$ cat config.mk
export PLATFORM = sky130hd
export DESIGN_NAME = uart_mem_dump
export DESIGN_NICKNAME = d
export VERILOG_FILES = /design/src/rtl/uart_mem_dump_pkg.sv /design/src/rtl/uart_mem_dump_tx_core.sv /design/src/rtl/uart_mem_dump.sv
export SDC_FILE = /design/constraint.sdc
export NUM_CORES = 1
export LEC_CHECK = 0
export ABC_AREA = 0
export BUFFER_PORTS_ARGS = -buffer_cell sky130_fd_sc_hd__buf_2
export CAP_MARGIN = 30
export CORE_UTILIZATION = 45
export DETAILED_ROUTE_END_ITERATION = 10
export SLEW_MARGIN = 10
export SYNTH_ARGS = -nofsm -noshare
export SYNTH_HDL_FRONTEND = slang
export SYNTH_SLANG_ARGS = --single-unit
$ cat constraint.sdc
create_clock -name i_Clock -period 2.9 [get_ports i_Clock]
set_clock_uncertainty 0.05 [all_clocks]
set_input_delay 0.58 -clock i_Clock [delete_from_list [all_inputs] [get_ports i_Clock]]
set_output_delay 0.58 -clock i_Clock [all_outputs]
set_load 0.1 [all_outputs]
$ cat src/rtl/uart_mem_dump_pkg.sv
// Definitions shared by the UART memory dump and the serial loader:
// FSM encoding, UART frame constants and the record address-byte format.
package uart_mem_dump_pkg;

  typedef enum logic [2:0] {
    IDLE,
    FETCH,
    LATCH,
    SEND_A,
    WAIT_A,
    SEND_D,
    WAIT_D,
    FINISH
  } dumpState_t;

  localparam logic START_BIT  = 1'b0;
  localparam logic STOP_BIT   = 1'b1;
  localparam int   FRAME_BITS = 10;
  localparam int   BYTE_W     = 8;

  // Address byte of a record: the address zero-extended, upper bits forced clear.
  function automatic logic [BYTE_W-1:0] recordAddrByte(input logic [BYTE_W-1:0] addr,
                                                       input int addrW);
    logic [BYTE_W-1:0] mask;
    mask = BYTE_W'((1 << addrW) - 1);
    return addr & mask;
  endfunction

endpackage

$ cat src/rtl/uart_mem_dump_tx_core.sv
// UART bit serializer: 1 start bit, 8 data bits LSB first, 1 stop bit,
// each bit held for CLKS_PER_BIT clocks.
module uart_tx_core #(
  parameter int CLKS_PER_BIT = 5208
) (
  input  logic       i_Clock,
  input  logic       i_Rst_n,
  input  logic       i_TX_DV,
  input  logic [7:0] i_TX_Byte,
  output logic       o_TX_Serial,
  output logic       o_TX_Active,
  output logic       o_TX_Done
);
  import uart_mem_dump_pkg::*;

  localparam int               CNT_W    = $clog2(CLKS_PER_BIT + 1);
  localparam logic [CNT_W-1:0] CNT_LAST = CNT_W'(CLKS_PER_BIT - 1);
  localparam logic [3:0]       BIT_LAST = 4'(FRAME_BITS - 1);

  logic [CNT_W-1:0]      r_ClkCnt;
  logic [3:0]            r_BitIdx;
  logic [FRAME_BITS-1:0] r_Shift;
  logic                  r_Active;
  logic                  w_BitEnd;

  assign w_BitEnd = (r_ClkCnt == CNT_LAST);

  // The whole frame is loaded at once and shifted out from bit 0 at each bit boundary.
  always_ff @(posedge i_Clock) begin
    if (!i_Rst_n) begin
      r_Active <= 1'b0;
      r_ClkCnt <= '0;
      r_BitIdx <= '0;
      r_Shift  <= '1;
    end else if (!r_Active) begin
      r_ClkCnt <= '0;
      r_BitIdx <= '0;
      if (i_TX_DV) begin
        r_Active <= 1'b1;
        r_Shift  <= {STOP_BIT, i_TX_Byte, START_BIT};
      end
    end else if (w_BitEnd) begin
      r_ClkCnt <= '0;
      r_Shift  <= {STOP_BIT, r_Shift[FRAME_BITS-1:1]};
      if (r_BitIdx == BIT_LAST) begin
        r_Active <= 1'b0;
      end else begin
        r_BitIdx <= r_BitIdx + 4'd1;
      end
    end else begin
      r_ClkCnt <= r_ClkCnt + CNT_W'(1);
    end
  end

  assign o_TX_Serial = r_Active ? r_Shift[0] : 1'b1;
  assign o_TX_Active = r_Active;
  assign o_TX_Done   = r_Active && w_BitEnd && (r_BitIdx == BIT_LAST);

endmodule

$ cat src/rtl/uart_mem_dump.sv
// Memory dump transmitter: reads every RAM word in address order and sends
// each as an {address byte, value byte} record in the serial loader's format.
module uart_mem_dump #(
  parameter int CLKS_PER_BIT = 5208,
  parameter int ADDR_W       = 4,
  parameter int DATA_W       = 8
) (
  input  logic              i_Clock,
  input  logic              i_Rst_n,
  input  logic              i_Start,
  output logic [ADDR_W-1:0] o_Mem_Addr,
  input  logic [DATA_W-1:0] i_Mem_Data,
  output logic              o_Busy,
  output logic              o_Done,
  output logic              o_TX_Serial,
  output logic              o_TX_Active
);
  import uart_mem_dump_pkg::*;

  localparam logic [ADDR_W-1:0] ADDR_LAST = '1;

  dumpState_t        r_State;
  dumpState_t        w_Next;
  logic [ADDR_W-1:0] r_Addr;
  logic [DATA_W-1:0] r_Data;
  logic              w_TxDv;
  logic [7:0]        w_TxByte;
  logic              w_TxDone;

  always_ff @(posedge i_Clock) begin
    if (!i_Rst_n) begin
      r_State <= IDLE;
    end else begin
      r_State <= w_Next;
    end
  end

  always_comb begin
    w_Next   = r_State;
    w_TxDv   = 1'b0;
    w_TxByte = r_Data;
    o_Busy   = 1'b1;
    o_Done   = 1'b0;
    case (r_State)
      IDLE: begin
        o_Busy = 1'b0;
        if (i_Start) w_Next = FETCH;
      end
      FETCH:  w_Next = LATCH;
      LATCH:  w_Next = SEND_A;
      SEND_A: begin
        w_TxDv   = 1'b1;
        w_TxByte = recordAddrByte(8'(r_Addr), ADDR_W);
        w_Next   = WAIT_A;
      end
      WAIT_A: if (w_TxDone) w_Next = SEND_D;
      SEND_D: begin
        w_TxDv = 1'b1;
        w_Next = WAIT_D;
      end
      WAIT_D: begin
        if (w_TxDone) w_Next = (r_Addr == ADDR_LAST) ? FINISH : FETCH;
      end
      FINISH: begin
        o_Busy = 1'b0;
        o_Done = 1'b1;
        w_Next = IDLE;
      end
      default: w_Next = IDLE;
    endcase
  end

  // The last-address test precedes the increment, so the counter never wraps mid-dump.
  always_ff @(posedge i_Clock) begin
    if (!i_Rst_n) begin
      r_Addr <= '0;
      r_Data <= '0;
    end else begin
      if (r_State == IDLE && i_Start) r_Addr <= '0;
      if (r_State == LATCH) r_Data <= i_Mem_Data;
      if (r_State == WAIT_D && w_TxDone && r_Addr != ADDR_LAST) begin
        r_Addr <= r_Addr + ADDR_W'(1);
      end
    end
  end

  assign o_Mem_Addr = r_Addr;

  uart_tx_core #(
    .CLKS_PER_BIT(CLKS_PER_BIT)
  ) u_TxCore (
    .i_Clock    (i_Clock),
    .i_Rst_n    (i_Rst_n),
    .i_TX_DV    (w_TxDv),
    .i_TX_Byte  (w_TxByte),
    .o_TX_Serial(o_TX_Serial),
    .o_TX_Active(o_TX_Active),
    .o_TX_Done  (w_TxDone)
  );

endmodule
; Word level (Yosys, flattened, before mapping)
; Index checks and enable logic that the tools add are counted.
[word_totals]
register_bits = 43
out_inout_bits = 8
elab_cells = 62
[classes]
add_sub_neg = 3
n_eq_ne = 15
n_mux = 19
n_bitwise = 3
reduce_logical = 15
[op_table]
columns = operator, count
row1 = 10-bit two-way mux, 3
row2 = 3-bit one-hot mux with 8 select lines, 1
row3 = "13-bit by 1-bit adder with 13-bit output, second input constant", 1
row4 = "13-bit equality test, second input constant", 1
row5 = "3-bit equality test, second input constant", 4
row6 = 3-bit two-way mux, 4
row7 = "4-bit by 1-bit adder with 4-bit output, second input constant", 2
row8 = "4-bit equality test, second input constant", 2
row9 = 1-bit two-way mux, 8
row10 = 4-bit two-way mux, 2
row11 = 8-bit two-way mux, 1
row12 = "2-bit != test, second input constant", 4
row13 = "3-bit by 2-bit equality test with 1-bit output, second input constant", 2
row14 = 2-bit AND reduction, 3
row15 = 1-bit logical AND, 5
row16 = "4-bit != test, second input constant", 1
row17 = 2-bit nonzero test, 2
row18 = 2-bit OR reduction, 2
row19 = "3-bit by 1-bit equality test with 1-bit output, second input constant", 1
row20 = 3-bit zero test, 1
row21 = 1-bit NOT, 3
row22 = 3-bit AND reduction, 1
row23 = 3-bit OR reduction, 1

; Longest topological paths before layout
[logic_depth]
depth_word = 6
mapped_depth = 8
ltp_nobuf = 6

; Modules after synthesis
; A second synthesis with hierarchy kept.
[unflattened]
cells_unflattened = 233
area_unflattened_um2 = 2154.6
[modules_own_cells]
columns = mod, n_inst, cells_each, area_each_um2, seq_area_each_um2
row1 = uart_tx_core, 1, 147, 1336.3, 540.5
row2 = uart_mem_dump, 1, 86, 818.3, 300.3

; Worst setup path after synthesis
; Ideal clock, no wire load.
[synth_path]
path_kind = register to output
from = register r_State[0]
to = output port o_Busy
arrival_time_ns = 2.448
required_time_ns = 2.270
path_slack_ns = -0.178
path_stages_with_launch = 4
n_path_buf = 1
path_cell_list = dfxtp_1 > clkbuf_1 > and3_1 > nor2_1
[synth_via]
elab_chain_len = 3
word_cells_on_any_way = 4
[synth_lines]
columns = element, line_no
row1 = "start, declared", uart_mem_dump.sv:22  ; dumpState_t r_State;
row2 = "start signal, assigned", uart_mem_dump.sv:34  ; r_State <= w_Next;
row3 = 3-bit equality test / 3-bit zero test (equally long branches), uart_mem_dump.sv:44  ; case (r_State)
row4 = 2-bit OR reduction (no line) *, -
row5 = 1-bit two-way mux *, uart_mem_dump.sv:44
row6 = "end, declared", uart_mem_dump.sv:13  ; output logic o_Busy,
; Every way passes the cells marked *; elsewhere a longest branch is shown, timed or not.

; Worst setup path in the final report
[layout_path]
from = register u_TxCore.r_ClkCnt[0]
to = register r_Addr[2], in the netlist o_Mem_Addr[2]
[layout_via]
elab_chain_len = 6
word_cells_on_any_way = 7
[layout_lines]
columns = element, line_no
row1 = "start, declared", uart_mem_dump_tx_core.sv:20  ; logic [CNT_W-1:0] r_ClkCnt;
row2 = "start signal, assigned", uart_mem_dump_tx_core.sv:51  ; r_ClkCnt <= r_ClkCnt + CNT_W'(1);
row3 = 13-bit equality test *, uart_mem_dump_tx_core.sv:26  ; assign w_BitEnd = (r_ClkCnt == CNT_LAST);
row4 = 1-bit logical AND * (2 in series), uart_mem_dump_tx_core.sv:57  ; assign o_TX_Done = r_Active && w_BitEnd && (r_BitIdx == BIT_LAST);
row5 = 1-bit logical AND * (2 in series), uart_mem_dump.sv:81  ; if (r_State == WAIT_D && w_TxDone && r_Addr != ADDR_LAST) begin
row6 = 4-bit two-way mux / 2-bit nonzero test (equally long branches), -
row7 = "end signal, assigned", uart_mem_dump.sv:82  ; r_Addr <= r_Addr + ADDR_W'(1);
row8 = "end, declared", uart_mem_dump.sv:24  ; logic [ADDR_W-1:0] r_Addr;
; Marks and branches as above.
; A chain may end at the register's enable or synchronous reset.

==> impl_metrics.ini <==
[floorplan]
floorplan.rows = 23
dieArea_mm2 = 0.00475
top_level_ports = 19
core_area_mm2 = 0.00414
initial_utilization_pct = 48.6
die_h_um = 68.9
die_width_um = 68.9

[setup_path]
startpoint_type = flip-flop
crit_start = u_TxCore.r_ClkCnt[0]$_SDFF_PP0_
timing.reg2reg.worst_path_depth = 5
worst_ep_required_time_ns = 3.06
critical_path.reg2reg.endpoint = o_Mem_Addr[2]$_SDFFE_PN0P_
setup.worst_path.end = o_Mem_Addr[2]$_SDFFE_PN0P_
regToRegStartpoint = u_TxCore.r_ClkCnt[0]$_SDFF_PP0_
ff2ff_setup_slack_ns = 0.47
critical_path_arrival_ns = 2.59
critPathMaxFanout = 10
worst_setup_path_class = reg2reg
worst_setup_path_end_kind = flip-flop

[finish]
design_area_final_mm2 = 0.00222
nets = 255
area_growth_pct = 10.3
final_layout_size_suffix_gt1_share_pct = 15.8
insertedDiodeCount = 0

[cts]
tritoncts.num_buffers = 5
post_cts_setup_inserts = 0
clk_pin_slew_worst_paths_ns = 0.08
post_cts_hold_buffer_count = 0
max-clock-path-buffers = 2
worstSkewPairLatency_ns = 0.29
clock-sinks = 42
root_buffer = sky130_fd_sc_hd__clkbuf_8
tritoncts = built
cts_repair_resize_count = 0
h-tree-depth = 2

[power]
peakVddDrop_mv = 0.296
total_leakage_power_nw = 0.777
cellPowerDensity_mw_per_mm2 = 499

[logic_synthesis]
synthTopCellsByCount = sky130_fd_sc_hd__dfxtp_1, sky130_fd_sc_hd__nor2_1, sky130_fd_sc_hd__clkbuf_1, sky130_fd_sc_hd__mux2i_1, sky130_fd_sc_hd__nand3_1
yosysMostFrequentCell = sky130_fd_sc_hd__dfxtp_1
ys.warnings.count = 0
post_synth_main_area_contributors = sky130_fd_sc_hd__dfxtp_1, sky130_fd_sc_hd__mux2i_1, sky130_fd_sc_hd__nor2_1, sky130_fd_sc_hd__xnor2_1, sky130_fd_sc_hd__nand2b_1
post_synth_instance_area_mm2 = 0.00202
netlist.top_cell.by_area = sky130_fd_sc_hd__dfxtp_1
postSynthNetCount = 243
synth_enable_flop_cells = 0
ys_seq_elements = 42
postSynthCellCount = 228
async_flop_share_pct = 0
netlist-cell-type-count = 45
synth.top_cell.area_share_pct = 41.7
ys_seq_area_share_pct = 41.7
avgSynthCellArea_um2 = 8.84
yosys_most_used_dff = sky130_fd_sc_hd__dfxtp_1

[place]
dp_slack_ns = 0.482
place.gp.congestion = 0.871
final_hpwl_from_detailed_placement_um = 3000
buffer_ports.inserted = 18
placement.cell_area_mm2 = 0.00213

[global_routing]
first_global_vias = 1526
track_usage_pct = 19.5
antenna_violations_before_repair = 0
maximum_number_of_pins_on_one_net_before_global_route_repair = 21
overflow = 0
grt_pass1_wl_um = 6820

[sta]
final_max_slew_viol_count = 0
setup_slack_ns = 0.471
slew_headroom_pct = 48.9
tightest_slew_ns = 0.763
final_min_period_over_clock_period_pct = 83.8
max_clock_freq_ghz = 0.412
hold_violations = 0
finalCriticalPeriod_ns = 2.43
setup-tns-final_ns = 0
grt_setup_unrepaired = false
finalSetupViolations = 0
whs_ns = 0.404

[drt]
wl_per_cell_um = 14.5
vias = 1673
firstDrtPassIters = 4
post_drt_via_cell_ratio = 5.75
final_antenna_net_count = 0
wl_um = 4230
drc = 0
dr.first_iter.drc_count = 91

[outcome]
outcome = completed

[min_path]
worst_hold_path_type = reg2reg

[run]
max-cap-violations = 0
-- through the flow --
stage	instances	power [mW]	utilization, %
after floorplan	228	0.709	-
after global placement	283	0.732	51.4
after detailed placement	283	0.735	51.4
after CTS	291	1.12	53.7
after global routing	291	1.16	53.7
final	291	1.11	53.7
-- cells by family after synthesis --
| kind of cell | Yosys count | share of synthesized area [%] |
|---|---|---|
| AO/OA/AOI/OAI | 38 | 13.1 |
| XOR/XNOR | 12 | 5.21 |
| adder cells (fa/ha/maj) | 4 | 2.48 |
| buffers and inverters | 24 | 4.53 |
| flip-flops | 42 | 41.7 |
| multiplexers | 15 | 7.70 |
| AND/OR/NAND/NOR | 93 | 25.3 |
-- power breakdown --
part	total (mW)	internal (mW)	switching, mW
logic	0.110	0.0403	0.0693
clock network	0.389	0.191	0.197
registers	0.612	0.593	0.0193
total	1.11	0.825	0.286
-- layer usage --
layer | vias up | track usage, % | share of wire, %
met3 | 7 | 4.61 | 3.8
li1 | 835 | - | -
met1 | 796 | 24.9 | 49
met4 | 0 | 8.42 | 1.3
met5 | - | 0 | 0
met2 | 35 | 31.1 | 45
-- worst min path at each step --
| stage | startpoint | end | slack, ns | cells after the start |
|---|---|---|---|---|
| after detailed placement | u_TxCore.r_ClkCnt[0]$_SDFF_PP0_ | u_TxCore.r_ClkCnt[0]$_SDFF_PP0_ | 0.39 | 1 |
| after global routing | u_TxCore.r_ClkCnt[0]$_SDFF_PP0_ | u_TxCore.r_ClkCnt[0]$_SDFF_PP0_ | 0.43 | 1 |
| after floorplan | u_TxCore.r_ClkCnt[0]$_SDFF_PP0_ | u_TxCore.r_ClkCnt[0]$_SDFF_PP0_ | 0.37 | 1 |
| after global placement | u_TxCore.r_ClkCnt[0]$_SDFF_PP0_ | u_TxCore.r_ClkCnt[0]$_SDFF_PP0_ | 0.38 | 1 |
| after CTS | u_TxCore.r_ClkCnt[0]$_SDFF_PP0_ | u_TxCore.r_ClkCnt[0]$_SDFF_PP0_ | 0.41 | 1 |
| final | u_TxCore.r_ClkCnt[0]$_SDFF_PP0_ | u_TxCore.r_ClkCnt[0]$_SDFF_PP0_ | 0.40 | 1 |
-- sequential cells by signal, indices dropped and copies added, names as in the netlist --
register and flops:
u_TxCore.r_ClkCnt 13, u_TxCore.r_Shift 9, r_Data 8, o_Mem_Addr 4, u_TxCore.r_BitIdx 4, r_State 3
u_TxCore.o_TX_Active 1
-- cells in the final DEF, fill, tap and decap left out, types with 6 or more instances in the layout --
cell                        n
sky130_fd_sc_hd__dfxtp_1   42
sky130_fd_sc_hd__nor2_1    27
sky130_fd_sc_hd__buf_2     18
sky130_fd_sc_hd__nand3_1   11
sky130_fd_sc_hd__mux2i_1   11
sky130_fd_sc_hd__nand2_1   10
sky130_fd_sc_hd__a21oi_1   10
sky130_fd_sc_hd__nand2b_1   9
sky130_fd_sc_hd__xnor2_1    9
sky130_fd_sc_hd__o21ai_0    9
sky130_fd_sc_hd__inv_1      8
sky130_fd_sc_hd__clkbuf_8   6
-- layout make-up --
cell class	instances	area (um2)
sequential	42	841
multi-input combinational	162	1090
tap	50	62.6
inverter	9	33.8
timing repair buffer	20	105
clock buffer	6	82.6
fill	411	1920
clock inverter	2	12.5
-- critical path, cell delays in order (launching register included) --
cell and delay [ns]:
sky130_fd_sc_hd__dfxtp_1 0.36, sky130_fd_sc_hd__ha_1 0.32, sky130_fd_sc_hd__nand4b_1 0.23, sky130_fd_sc_hd__or4b_1 0.72, sky130_fd_sc_hd__or4b_1 0.52, sky130_fd_sc_hd__a31oi_1 0.14
Note: power is estimated with default switching activity, not from simulation.
